===== src/rtl/angle_to_iq_if.sv =====
// angle_to_iq_if: handshake and result bundle for angle_to_iq.
//   val_i   : angle_i valid; taken only while ready_o=1
//   angle_i : signed angle, radians x4096
//   ready_o : block idle, can accept
//   real_o  : signed AMP*cos(angle), held between results
//   imag_o  : signed AMP*sin(angle), held between results
//   val_o   : one-cycle pulse, real_o/imag_o updated
// The modport named slave is the block side; the modport named master is the requester side.
interface angle_to_iq_if;
  logic               val_i;
  logic signed [15:0] angle_i;
  logic               ready_o;
  logic signed [7:0]  real_o;
  logic signed [7:0]  imag_o;
  logic               val_o;

  modport slave  (input val_i, angle_i, output ready_o, real_o, imag_o, val_o);
  modport master (output val_i, angle_i, input ready_o, real_o, imag_o, val_o);
endinterface


===== src/rtl/angle_to_iq.sv =====
// angle_to_iq: angle -> (AMP*cos, AMP*sin).
// Uses an iterative rotation-mode CORDIC with one micro-rotation per clock.
// Ports:
//   clk        : clock, rising edge
//   rst        : synchronous reset, active high
//   bus        : angle_to_iq_if.slave (val_i/angle_i in, ready_o/real_o/imag_o/val_o out)
//   drop_cnt_o : saturating count of samples offered while busy (ANGLE_TO_IQ_DROP_CNT_EN only)
// Optional feature macro: ANGLE_TO_IQ_DROP_CNT_EN.
// Timing: a sample is accepted at edge E0; val_o goes high after edge E(ITER+1);
// the next sample can be accepted in the same cycle that val_o is high.
module angle_to_iq #(
  parameter int AMP  = 127,  // 1..127
  parameter int ITER = 12    // 8..12
) (
  input  logic         clk,
  input  logic         rst,
  angle_to_iq_if.slave bus
`ifdef ANGLE_TO_IQ_DROP_CNT_EN
  ,
  output logic [7:0]   drop_cnt_o
`endif
);

  // Starting vector length: AMP divided by the CORDIC gain, with 8 fractional bits.
  localparam int                 K_INT = (AMP * 159188 + 512) >>> 10;
  localparam logic signed [17:0] K     = 18'(K_INT);
  localparam logic signed [15:0] PI    = 16'sd12868;
  localparam logic signed [15:0] PI_2  = 16'sd6434;

  typedef enum logic [1:0] {IDLE, ROT, OUT} state_t;

  state_t             state, state_nxt;
  logic signed [17:0] x, y;
  logic signed [15:0] z;
  logic [3:0]         i;

  function automatic logic signed [15:0] atan_lut(input logic [3:0] k);
    case (k)
      4'd0:    return 16'sd3217;
      4'd1:    return 16'sd1899;
      4'd2:    return 16'sd1003;
      4'd3:    return 16'sd509;
      4'd4:    return 16'sd256;
      4'd5:    return 16'sd128;
      4'd6:    return 16'sd64;
      4'd7:    return 16'sd32;
      4'd8:    return 16'sd16;
      4'd9:    return 16'sd8;
      4'd10:   return 16'sd4;
      4'd11:   return 16'sd2;
      default: return 16'sd0;
    endcase
  endfunction

  function automatic logic signed [7:0] sat8(input logic signed [17:0] v);
    if (v > 18'sd127)       return 8'sh7f;
    else if (v < -18'sd127) return 8'sh81;
    else                    return v[7:0];
  endfunction

  // FSM
  always_ff @(posedge clk) begin
    if (rst) state <= IDLE;
    else     state <= state_nxt;
  end

  always_comb begin
    state_nxt = state;
    case (state)
      IDLE:    if (bus.val_i) state_nxt = ROT;
      ROT:     if (i == 4'(ITER - 1)) state_nxt = OUT;
      OUT:     state_nxt = IDLE;
      default: state_nxt = IDLE;
    endcase
  end

  assign bus.ready_o = (state == IDLE);

  // Clamp the angle to [-pi, pi].
  // Fold the outer quadrants by +/-pi/2 so that the residual angle lies
  // within the CORDIC convergence range.
  logic signed [15:0] a_clamp, z_pre;
  logic signed [17:0] x_pre, y_pre;
  always_comb begin
    a_clamp = bus.angle_i;
    if (bus.angle_i > PI)       a_clamp = PI;
    else if (bus.angle_i < -PI) a_clamp = -PI;
    z_pre = a_clamp;
    x_pre = K;
    y_pre = '0;
    if (a_clamp > PI_2) begin
      z_pre = a_clamp - PI_2;
      x_pre = '0;
      y_pre = K;
    end else if (a_clamp < -PI_2) begin
      z_pre = a_clamp + PI_2;
      x_pre = '0;
      y_pre = -K;
    end
  end

  // One micro-rotation; the rotation direction follows the sign of the residual angle.
  logic signed [17:0] xs, ys, x_rot, y_rot, x_rnd, y_rnd;
  logic signed [15:0] z_rot;
  always_comb begin
    xs = x >>> i;
    ys = y >>> i;
    if (z >= 16'sd0) begin
      x_rot = x - ys;
      y_rot = y + xs;
      z_rot = z - atan_lut(i);
    end else begin
      x_rot = x + ys;
      y_rot = y - xs;
      z_rot = z + atan_lut(i);
    end
    x_rnd = (x + 18'sd128) >>> 8;
    y_rnd = (y + 18'sd128) >>> 8;
  end

  always_ff @(posedge clk) begin
    if (rst) begin
      x          <= '0;
      y          <= '0;
      z          <= '0;
      i          <= '0;
      bus.real_o <= '0;
      bus.imag_o <= '0;
      bus.val_o  <= 1'b0;
    end else begin
      bus.val_o <= 1'b0;
      case (state)
        IDLE: if (bus.val_i) begin
          x <= x_pre;
          y <= y_pre;
          z <= z_pre;
          i <= '0;
        end
        ROT: begin
          x <= x_rot;
          y <= y_rot;
          z <= z_rot;
          i <= i + 4'd1;
        end
        OUT: begin
          bus.real_o <= sat8(x_rnd);
          bus.imag_o <= sat8(y_rnd);
          bus.val_o  <= 1'b1;
        end
        default: ;
      endcase
    end
  end

`ifdef ANGLE_TO_IQ_DROP_CNT_EN
  always_ff @(posedge clk) begin
    if (rst)
      drop_cnt_o <= '0;
    else if (bus.val_i && !bus.ready_o && drop_cnt_o != 8'hff)
      drop_cnt_o <= drop_cnt_o + 8'd1;
  end
`endif

endmodule


===== src/flat_wrapper.sv =====
// flat-port wrapper written by rule: the top's interface ports become plain ports
module angle_to_iq_flat 
#(
  parameter int AMP  = 127,           
  parameter int ITER = 12            
)
  (clk, rst, bus_val_i, bus_angle_i, bus_ready_o, bus_real_o, bus_imag_o, bus_val_o);
  angle_to_iq_if bus_i ();
  input  logic clk;
  input  logic rst;
  input wire logic [$bits(bus_i.val_i)-1:0] bus_val_i;
  input wire logic [$bits(bus_i.angle_i)-1:0] bus_angle_i;
  output wire logic [$bits(bus_i.ready_o)-1:0] bus_ready_o;
  output wire logic [$bits(bus_i.real_o)-1:0] bus_real_o;
  output wire logic [$bits(bus_i.imag_o)-1:0] bus_imag_o;
  output wire logic [$bits(bus_i.val_o)-1:0] bus_val_o;
  assign bus_i.val_i = bus_val_i;
  assign bus_i.angle_i = bus_angle_i;
  assign bus_ready_o = bus_i.ready_o;
  assign bus_real_o = bus_i.real_o;
  assign bus_imag_o = bus_i.imag_o;
  assign bus_val_o = bus_i.val_o;
  angle_to_iq #(.AMP(AMP), .ITER(ITER)) u_core (.clk(clk), .rst(rst), .bus(bus_i));
endmodule

===== config.mk =====
export PLATFORM = sky130hd
export DESIGN_NAME = angle_to_iq_flat
export DESIGN_NICKNAME = d
export VERILOG_FILES = /design/src/rtl/angle_to_iq_if.sv /design/src/rtl/angle_to_iq.sv /design/src/flat_wrapper.sv
export SDC_FILE = /design/constraint.sdc
export NUM_CORES = 1
export LEC_CHECK = 0
export CAP_MARGIN = 20
export CELL_PAD_IN_SITES_DETAIL_PLACEMENT = 0
export CELL_PAD_IN_SITES_GLOBAL_PLACEMENT = 1
export CORE_MARGIN = 5
export CORE_UTILIZATION = 50
export CTS_CLUSTER_DIAMETER = 30
export DETAILED_ROUTE_END_ITERATION = 8
export DONT_BUFFER_PORTS = 1
export HOLD_SLACK_MARGIN = 0.12
export PLACE_DENSITY = 0.93
export RECOVER_POWER = 100
export SYNTH_ARGS = -nofsm -noshare
export SYNTH_HDL_FRONTEND = slang
export SYNTH_SLANG_ARGS = --single-unit

===== constraint.sdc =====
create_clock -name clk -period 5.4 [get_ports clk]
set_input_delay 0.81 -clock clk [delete_from_list [all_inputs] [get_ports clk]]
set_output_delay 0.81 -clock clk [all_outputs]
set_load 0.02 [all_outputs]

# Word-level counts from Yosys, hierarchy flattened
# Memories as Yosys holds them, arrays and structs flattened. A register that Yosys moved wholly into a read port is not among the register bits.
# Index checks and enable logic that the tools add are counted.
[op_classes]
magnitude_cmp = 9
n_eq_ne = 5
n_mux = 33
add_sub_neg = 11
n_reduce_logical = 4
shift = 2
[ops]
columns = ["operator", "count"]
rows = [
  ["two-way mux 16 bit", 8],
  ["two-way mux 18 bit", 7],
  ["one-hot mux 18 bit (2 select lines)", 2],
  ["adder 18 bit", 2],
  ["adder 18 x 9 -> 18 bit, second input constant", 2],
  [">>> shifter 18 x 4 -> 18 bit", 2],
  ["subtractor 18 bit", 2],
  ["two-way mux 8 bit", 4],
  ["one-hot mux 16 bit (2 select lines)", 1],
  ["greater-than comparator 10 x 8 -> 1 bit, second input constant", 2],
  ["< comparator 10 x 8 -> 1 bit, second input constant", 2],
  ["two-way mux 4 bit", 5],
  ["adder 16 x 14 -> 16 bit, second input constant", 1],
  ["adder 16 bit", 1],
  ["greater-or-equal comparator 16 x 1 -> 1 bit, second input constant", 1],
  ["greater-than comparator 16 x 14 -> 1 bit, second input constant", 1],
  ["greater-than comparator 16 x 15 -> 1 bit, second input constant", 1],
  ["< comparator 16 x 14 -> 1 bit, second input constant", 1],
  ["< comparator 16 x 15 -> 1 bit, second input constant", 1],
  ["subtractor 16 x 14 -> 16 bit, second input constant", 1],
  ["subtractor 16 bit", 1],
  ["two-way mux 15 bit", 1],
  ["one-hot mux 4 bit (2 select lines)", 1],
  ["adder 4 x 1 -> 4 bit, second input constant", 1],
  ["other kinds (11)", 13],
]
[word_totals]
output_inout_bits = 18
romBits = 384
mem_count = 2
wordCells = 74
input_bits = 19
register_bits = 75
[mem_list]
columns = ["memory", "words", "width", "read_ports", "rd_ports_with_merged_regs", "write_ports", "line", "source"]
rows = [
  ["(name not given)", 16, 12, 1, 1, 0, "angle_to_iq.sv:38", "case (k)"],
  ["(name not given)", 16, 12, 1, 1, 0, "angle_to_iq.sv:38", ""],
]

# Longest topological paths before layout
[depth]
ltp_word = 8
ltp_mapped = 24
ltp_nobuf = 21

# Worst setup path before layout
# Ideal clock, no wire load.
[synth_path]
path_kind = "input port to flip-flop"
start = "in bus_angle_i[3]"
end = "reg u_core.z[10]"
t_arrival_ns = 4.478
path_slack_ns = 0.795
cell_stages = 20
setup_ns = 0.128
n_path_buf = 3
required_time_ns = 5.272
path_cell_list = "clkbuf_1 > a41o_1 > a31oi_1 > nor2_1 > o311ai_0 > ha_1 > clkbuf_1 > buf_1 > nor3_1 > ha_1 > nand4b_1 > nor4_1 > nand3_1 > o21ai_0 > a21oi_1 > a21oi_1 > o32ai_1 > xnor2_1 > a222oi_1 > nor2_1"
[synth_between]
elab_chain_cells = 8
word_cells_on_any_way = 12
cone_classes = "add/sub (2); order compare (4); mux (6)"
[synth_rtl]
columns = ["element", "line", "source"]
rows = [
  ["start: declaration", "flat_wrapper.sv:12", "input wire logic [$bits(bus_i.angle_i)-1:0] bus_angle_i;"],
  ["< comparator 16 x 15 -> 1 bit", "angle_to_iq.sv:87", "else if (bus.angle_i < -PI) a_clamp = -PI;"],
  ["two-way mux 16 bit", "angle_to_iq.sv:87", ""],
  ["two-way mux 16 bit (*)", "angle_to_iq.sv:86", "if (bus.angle_i > PI) a_clamp = PI;"],
  ["adder 16 x 14 -> 16 bit or < comparator 16 x 14 -> 1 bit (tied branches)", "angle_to_iq.sv:96, angle_to_iq.sv:95", ""],
  ["two-way mux 16 bit", "angle_to_iq.sv:95", "end else if (a_clamp < -PI_2) begin"],
  ["two-way mux 16 bit (*)", "angle_to_iq.sv:91", "if (a_clamp > PI_2) begin"],
  ["two-way mux 16 bit (*)", "angle_to_iq.sv:133", "IDLE: if (bus.val_i) begin"],
  ["one-hot mux 16 bit (2 select lines) (*)", "angle_to_iq.sv:132", "case (state)"],
  ["end signal: assignment", "angle_to_iq.sv:136", "z <= z_pre;"],
  ["end signal: assignment", "angle_to_iq.sv:142", "z <= z_rot;"],
  ["end: declaration", "angle_to_iq.sv:34", "logic signed [15:0] z;"],
]
# Mark *: on every way between the ends. The rest lies on a longest branch, timed or not. The select of a mux whose other input is x is not followed.
# A chain may end at the register's enable or synchronous reset.

# Worst setup path in the final report
[layout_path]
start = "reg u_core.i[0]"
end = "reg u_core.y[17]"
[layout_between]
elab_chain_cells = 4
word_cells_on_any_way = 5
cone_classes = "add/sub (2); shift (1); mux (2)"
[layout_rtl]
columns = ["element", "line", "source"]
rows = [
  ["start: declaration", "angle_to_iq.sv:35", "logic [3:0] i;"],
  ["start signal: assignment", "angle_to_iq.sv:143", "i <= i + 4'd1;"],
  [">>> shifter 18 x 4 -> 18 bit (*)", "angle_to_iq.sv:106", "xs = x >>> i;"],
  ["subtractor 18 bit or adder 18 bit (tied branches)", "angle_to_iq.sv:114, angle_to_iq.sv:110", ""],
  ["two-way mux 18 bit (*)", "angle_to_iq.sv:108", "if (z >= 16'sd0) begin"],
  ["one-hot mux 18 bit (2 select lines) (*)", "angle_to_iq.sv:132", ""],
  ["end signal: assignment", "angle_to_iq.sv:135", "y <= y_pre;"],
  ["end signal: assignment", "angle_to_iq.sv:141", "y <= y_rot;"],
  ["end: declaration", "angle_to_iq.sv:33", "logic signed [17:0] x, y;"],
]
# Mark *: on every way between the ends. The rest lies on a longest branch, timed or not.

==> implementation parameters <==
Parameter                              Value

GRT
  Antenna violations before repair ... 0
  Via count of the first global-routing pass ... 8,325
  Pin count of the biggest net entering global routing ... 85
  Grt ovf ... 0
  Wire length of the first global-routing pass ... 41.98 mm
  Combined global-route utilization of all metal layers ... 23.35%

Placed design
  Total of buffers placed on input and output ports ... 0
  DP Wirelength ... 19.62 mm
  Placed insts ... 1,391
  Gp weighted congestion ... 0.9345

Critical path
  Crit Path Max Fanout ... 24
  Number of cell instances on the worst register-to-register path ... 16
  Worst endpoint data arrival time ... 5110 ps
  Startpoint type of the worst setup path ... flip-flop
  R2r startpoint ... u_core.i[0]
  Slack of the worst reg-to-reg path ... 440 ps
  CP endpoint kind ... flip-flop
  Crit path required time ... 5550 ps
  Worst reg2reg endpoint ... u_core.y[17]
  Worst Path Class, Setup ... reg -> reg

Timing
  Final Hold Violating Endpoints ... 0
  Finish-stage setup viols ... 0
  Final critical-path share of the clock period ... 91.84%
  Post-route setup TNS ... 0 ps
  Shortest clock period the worst path allows after layout ... 4960 ps
  Setup repair after global routing missed its margin ... false
  FMAX ... 201.6 MHz
  Remaining max-slew budget at the tightest pin ... -19.40%
  Clock Skews ... 6.276 ps
  Number of max-slew violations in the final report ... 56
  Transition time at the pin with the least slew margin ... 1784 ps

Finish
  Top library cells by usage in the layout, fill and taps aside ... sky130_fd_sc_hd__nor2_1, sky130_fd_sc_hd__nand2_1, sky130_fd_sc_hd__a21oi_1, sky130_fd_sc_hd__dfxtp_1, sky130_fd_sc_hd__o21ai_0
  Final core area utilization ... 52.64%
  Diodes inserted ... 0
  Proportion of layout cells with a drive suffix above 1 ... 8.099%
  Final non-filler cell total ... 1,407
  Fill cell instance count of the final layout ... 1,829
  Synthesis-to-layout area growth ... 3.826%
  Nets ... 1,255
  Commonest non-fill, non-tap cell in the layout ... sky130_fd_sc_hd__nor2_1

CTS
  Clock tree from TritonCTS ... yes
  Skew-Pair Late Insertion Delay ... 350 ps
  Clock-pin slew of the registers on the worst-case setup and hold paths ... 60 ps
  Inserted Clock Buffers ... 9
  Number of H-tree levels ... 3
  Number of buffers on the longest clock path ... 2
  Master cell of the clock root buffer ... sky130_fd_sc_hd__clkbuf_16
  Sink Count ... 87

Status
  Outcome ... complete, but fails checks
  Violated checks ... capacitance limit, slew limit

Power
  Design Power ... 3.916 mW
  Power density over cell area ... 399.1 nW/um^2
  P_leak ... 3.747 nW
  Worst ir drop on vdd ... 0.0001873 V

Die
  DIE AREA ... 21,750 sq um
  Area of the placeable core ... 18,640 sq um
  Initial standard-cell utilization of the core ... 50.70%
  Number of I/O pins ... 37
  Number of cell rows ... 50
  Die outline height ... 147.5 microns
  Die outline width ... 147.5 microns

Routing
  Final routed DRC violation total ... 0
  Detailed route wirelength on metal2 ... 11.76 mm
  Top Layer Used ... met4
  Number of search-and-repair iterations in the first detailed-routing pass ... 5
  First DRT Iteration DRCs ... 913
  Met3 Wirelength ... 1.638 mm
  Post-detailed-route wirelength per cell ... 18.42 microns
  Remaining antenna violation count ... 0
  Overall routed net length ... 25.92 mm
  Metal-1 WL ... 11.30 mm
  Vias/cell ... 6.402
  Number of vias after detailed routing ... 9,007

Synth
  Commonest register cell after synthesis ... sky130_fd_sc_hd__dfxtp_1
  Synth Register Bits ... 87
  Summed instance area of the synthesized netlist ... 9452 sq um
  Syn Nets ... 1,296
  Cell count after synthesis ... 1,209
  Warnings, synthesis ... 0
  Proportion of synthesized flip-flops having asynchronous set or reset ... 0%
  Sequential area share after synthesis ... 18.43%
  Count of distinct cell types in the synthesized netlist ... 89
  Number of enable flip-flop cells after synthesis ... 0
  Post-Syn Area per Cell ... 7.818 sq um

Worst hold path
  Hold path startpoint ... u_core.y[0]
  Hold-critical path depth ... 2
  Capture endpoint of the worst hold path ... u_core.y[0]
  HP Class ... reg -> reg

Run
  Max-cap violations ... 2
## timing repair
item / CTS / global route
hold buffers: 0 / 0
resized for setup: 0 / 4
setup endpoints to repair: 0 / 5
setup buffers: 0 / 0
## report_power, final
group	leakage, nW	switching [mW]	total [mW]	internal, mW
registers	0.717	0.195	0.937	0.741
clock network	0.120	0.258	0.570	0.312
logic	2.91	1.32	2.41	1.09
## synthesized netlist by cell type, types with 5 or more instances
library cell                 n  area, sq um
sky130_fd_sc_hd__a211oi_1   18        135.1
sky130_fd_sc_hd__a21o_1     16        120.1
sky130_fd_sc_hd__a21oi_1   103        515.5
sky130_fd_sc_hd__a221oi_1   10        87.58
sky130_fd_sc_hd__a22oi_1    17        127.6
sky130_fd_sc_hd__a31oi_1    13        81.33
sky130_fd_sc_hd__and2_1     13        81.33
sky130_fd_sc_hd__and3_1      7        43.79
sky130_fd_sc_hd__buf_1       5        18.77
sky130_fd_sc_hd__buf_2      11        55.05
sky130_fd_sc_hd__buf_4       7        52.55
sky130_fd_sc_hd__buf_6       7        78.83
sky130_fd_sc_hd__clkbuf_1   49        183.9
sky130_fd_sc_hd__dfxtp_1    87         1742
sky130_fd_sc_hd__ha_1       65        813.3
sky130_fd_sc_hd__inv_1      31        116.4
sky130_fd_sc_hd__mux2_2      5        56.30
sky130_fd_sc_hd__mux2i_1    25        250.2
sky130_fd_sc_hd__mux4_2     27        608.1
sky130_fd_sc_hd__nand2_1   109        409.1
sky130_fd_sc_hd__nand2b_1   19        118.9
sky130_fd_sc_hd__nand3_1    29        145.1
sky130_fd_sc_hd__nand4_1     7        43.79
sky130_fd_sc_hd__nor2_1    118        442.9
sky130_fd_sc_hd__nor2b_1    16        100.1
sky130_fd_sc_hd__nor3_1     44        220.2
sky130_fd_sc_hd__o211ai_1    8        60.06
sky130_fd_sc_hd__o21a_1     11        82.58
sky130_fd_sc_hd__o21ai_0    71        355.3
sky130_fd_sc_hd__o21bai_1    6        45.04
sky130_fd_sc_hd__o22ai_1    12        75.07
sky130_fd_sc_hd__o31ai_1    14        105.1
sky130_fd_sc_hd__o41ai_1     9        78.83
sky130_fd_sc_hd__or2_2       6        37.54
sky130_fd_sc_hd__or3_1       8        50.05
sky130_fd_sc_hd__xnor2_1    71        621.9
sky130_fd_sc_hd__xor2_1     35        306.5
## metal layers
metal / track usage (%) / up-vias
li1: - / 4389
met1: 30.32 / 4217
met2: 37.72 / 327
met3: 3.955 / 74
met4: 11.46 / 0
met5: 0 / -
## cells by family after synthesis
family	Yosys count	share of synthesized area [%]
AOI/OAI and AO/OA	361	24.98
buffers and inverters	113	5.586
adders and majority gates	68	9.240
xor gates and xnor gates	106	9.823
and+or+nand+nor	413	21.31
DFF	87	18.43
muxes	61	10.63
## worst max-delay path, cell delays in order, from the launching register on
cell,delay (ps)
sky130_fd_sc_hd__dfxtp_2,430
sky130_fd_sc_hd__buf_4,340
sky130_fd_sc_hd__mux4_1,640
sky130_fd_sc_hd__mux4_2,550
sky130_fd_sc_hd__or3_4,430
sky130_fd_sc_hd__o31ai_1,280
sky130_fd_sc_hd__xnor2_1,160
sky130_fd_sc_hd__ha_1,280
sky130_fd_sc_hd__o21ai_0,80
sky130_fd_sc_hd__nand2b_1,70
sky130_fd_sc_hd__a21oi_1,140
sky130_fd_sc_hd__a21oi_1,90
sky130_fd_sc_hd__a41o_1,310
sky130_fd_sc_hd__o41a_1,350
sky130_fd_sc_hd__a221oi_1,340
sky130_fd_sc_hd__xnor2_1,160
sky130_fd_sc_hd__a221oi_1,90
## per-stage QoR
stage / setup WS [ps] / instance area, sq um / hold WS [ps]
final: 440.4 / 9813 / 489.9
after global routing: 49.08 / 9813 / 502.0
after CTS: 231.2 / 9836 / 492.1
after detailed placement: 208.5 / 9575 / 483.4
after global placement: 226.0 / 9575 / 480.9
after floorplan: 794.8 / 9452 / 446.3
## final cells by class
cell class              count  area (sq um)  share of cell area (%)
clock buffers              13         240.2                   2.448
clock inverters             3         20.02                  0.2040
inverters                  33         123.9                   1.262
well taps                 234         292.8                   2.984
repair buffers             28         200.2                   2.040
multi-input cells        1009          7188                   73.25
flip-flops and latches     87          1748                   17.81
## worst max path at each step
| stage | endpoint | cells past startpoint | startpoint | slack [ps] |
|---|---|---|---|---|
| 3_5_place_dp | u_core.z[10] | 18 | bus_angle_i[1] | 210 |
| 6_report | u_core.y[17] | 16 | u_core.i[0] | 440 |
| 2_1_floorplan | u_core.z[10] | 20 | bus_angle_i[3] | 790 |
| 3_3_place_gp | u_core.z[10] | 18 | bus_angle_i[1] | 230 |
| 5_1_grt | u_core.x[17] | 19 | u_core.i[0] | 50 |
| 4_1_cts | u_core.y[17] | 21 | u_core.i[1] | 230 |
No activity file was read; power rests on OpenSTA's default activity.
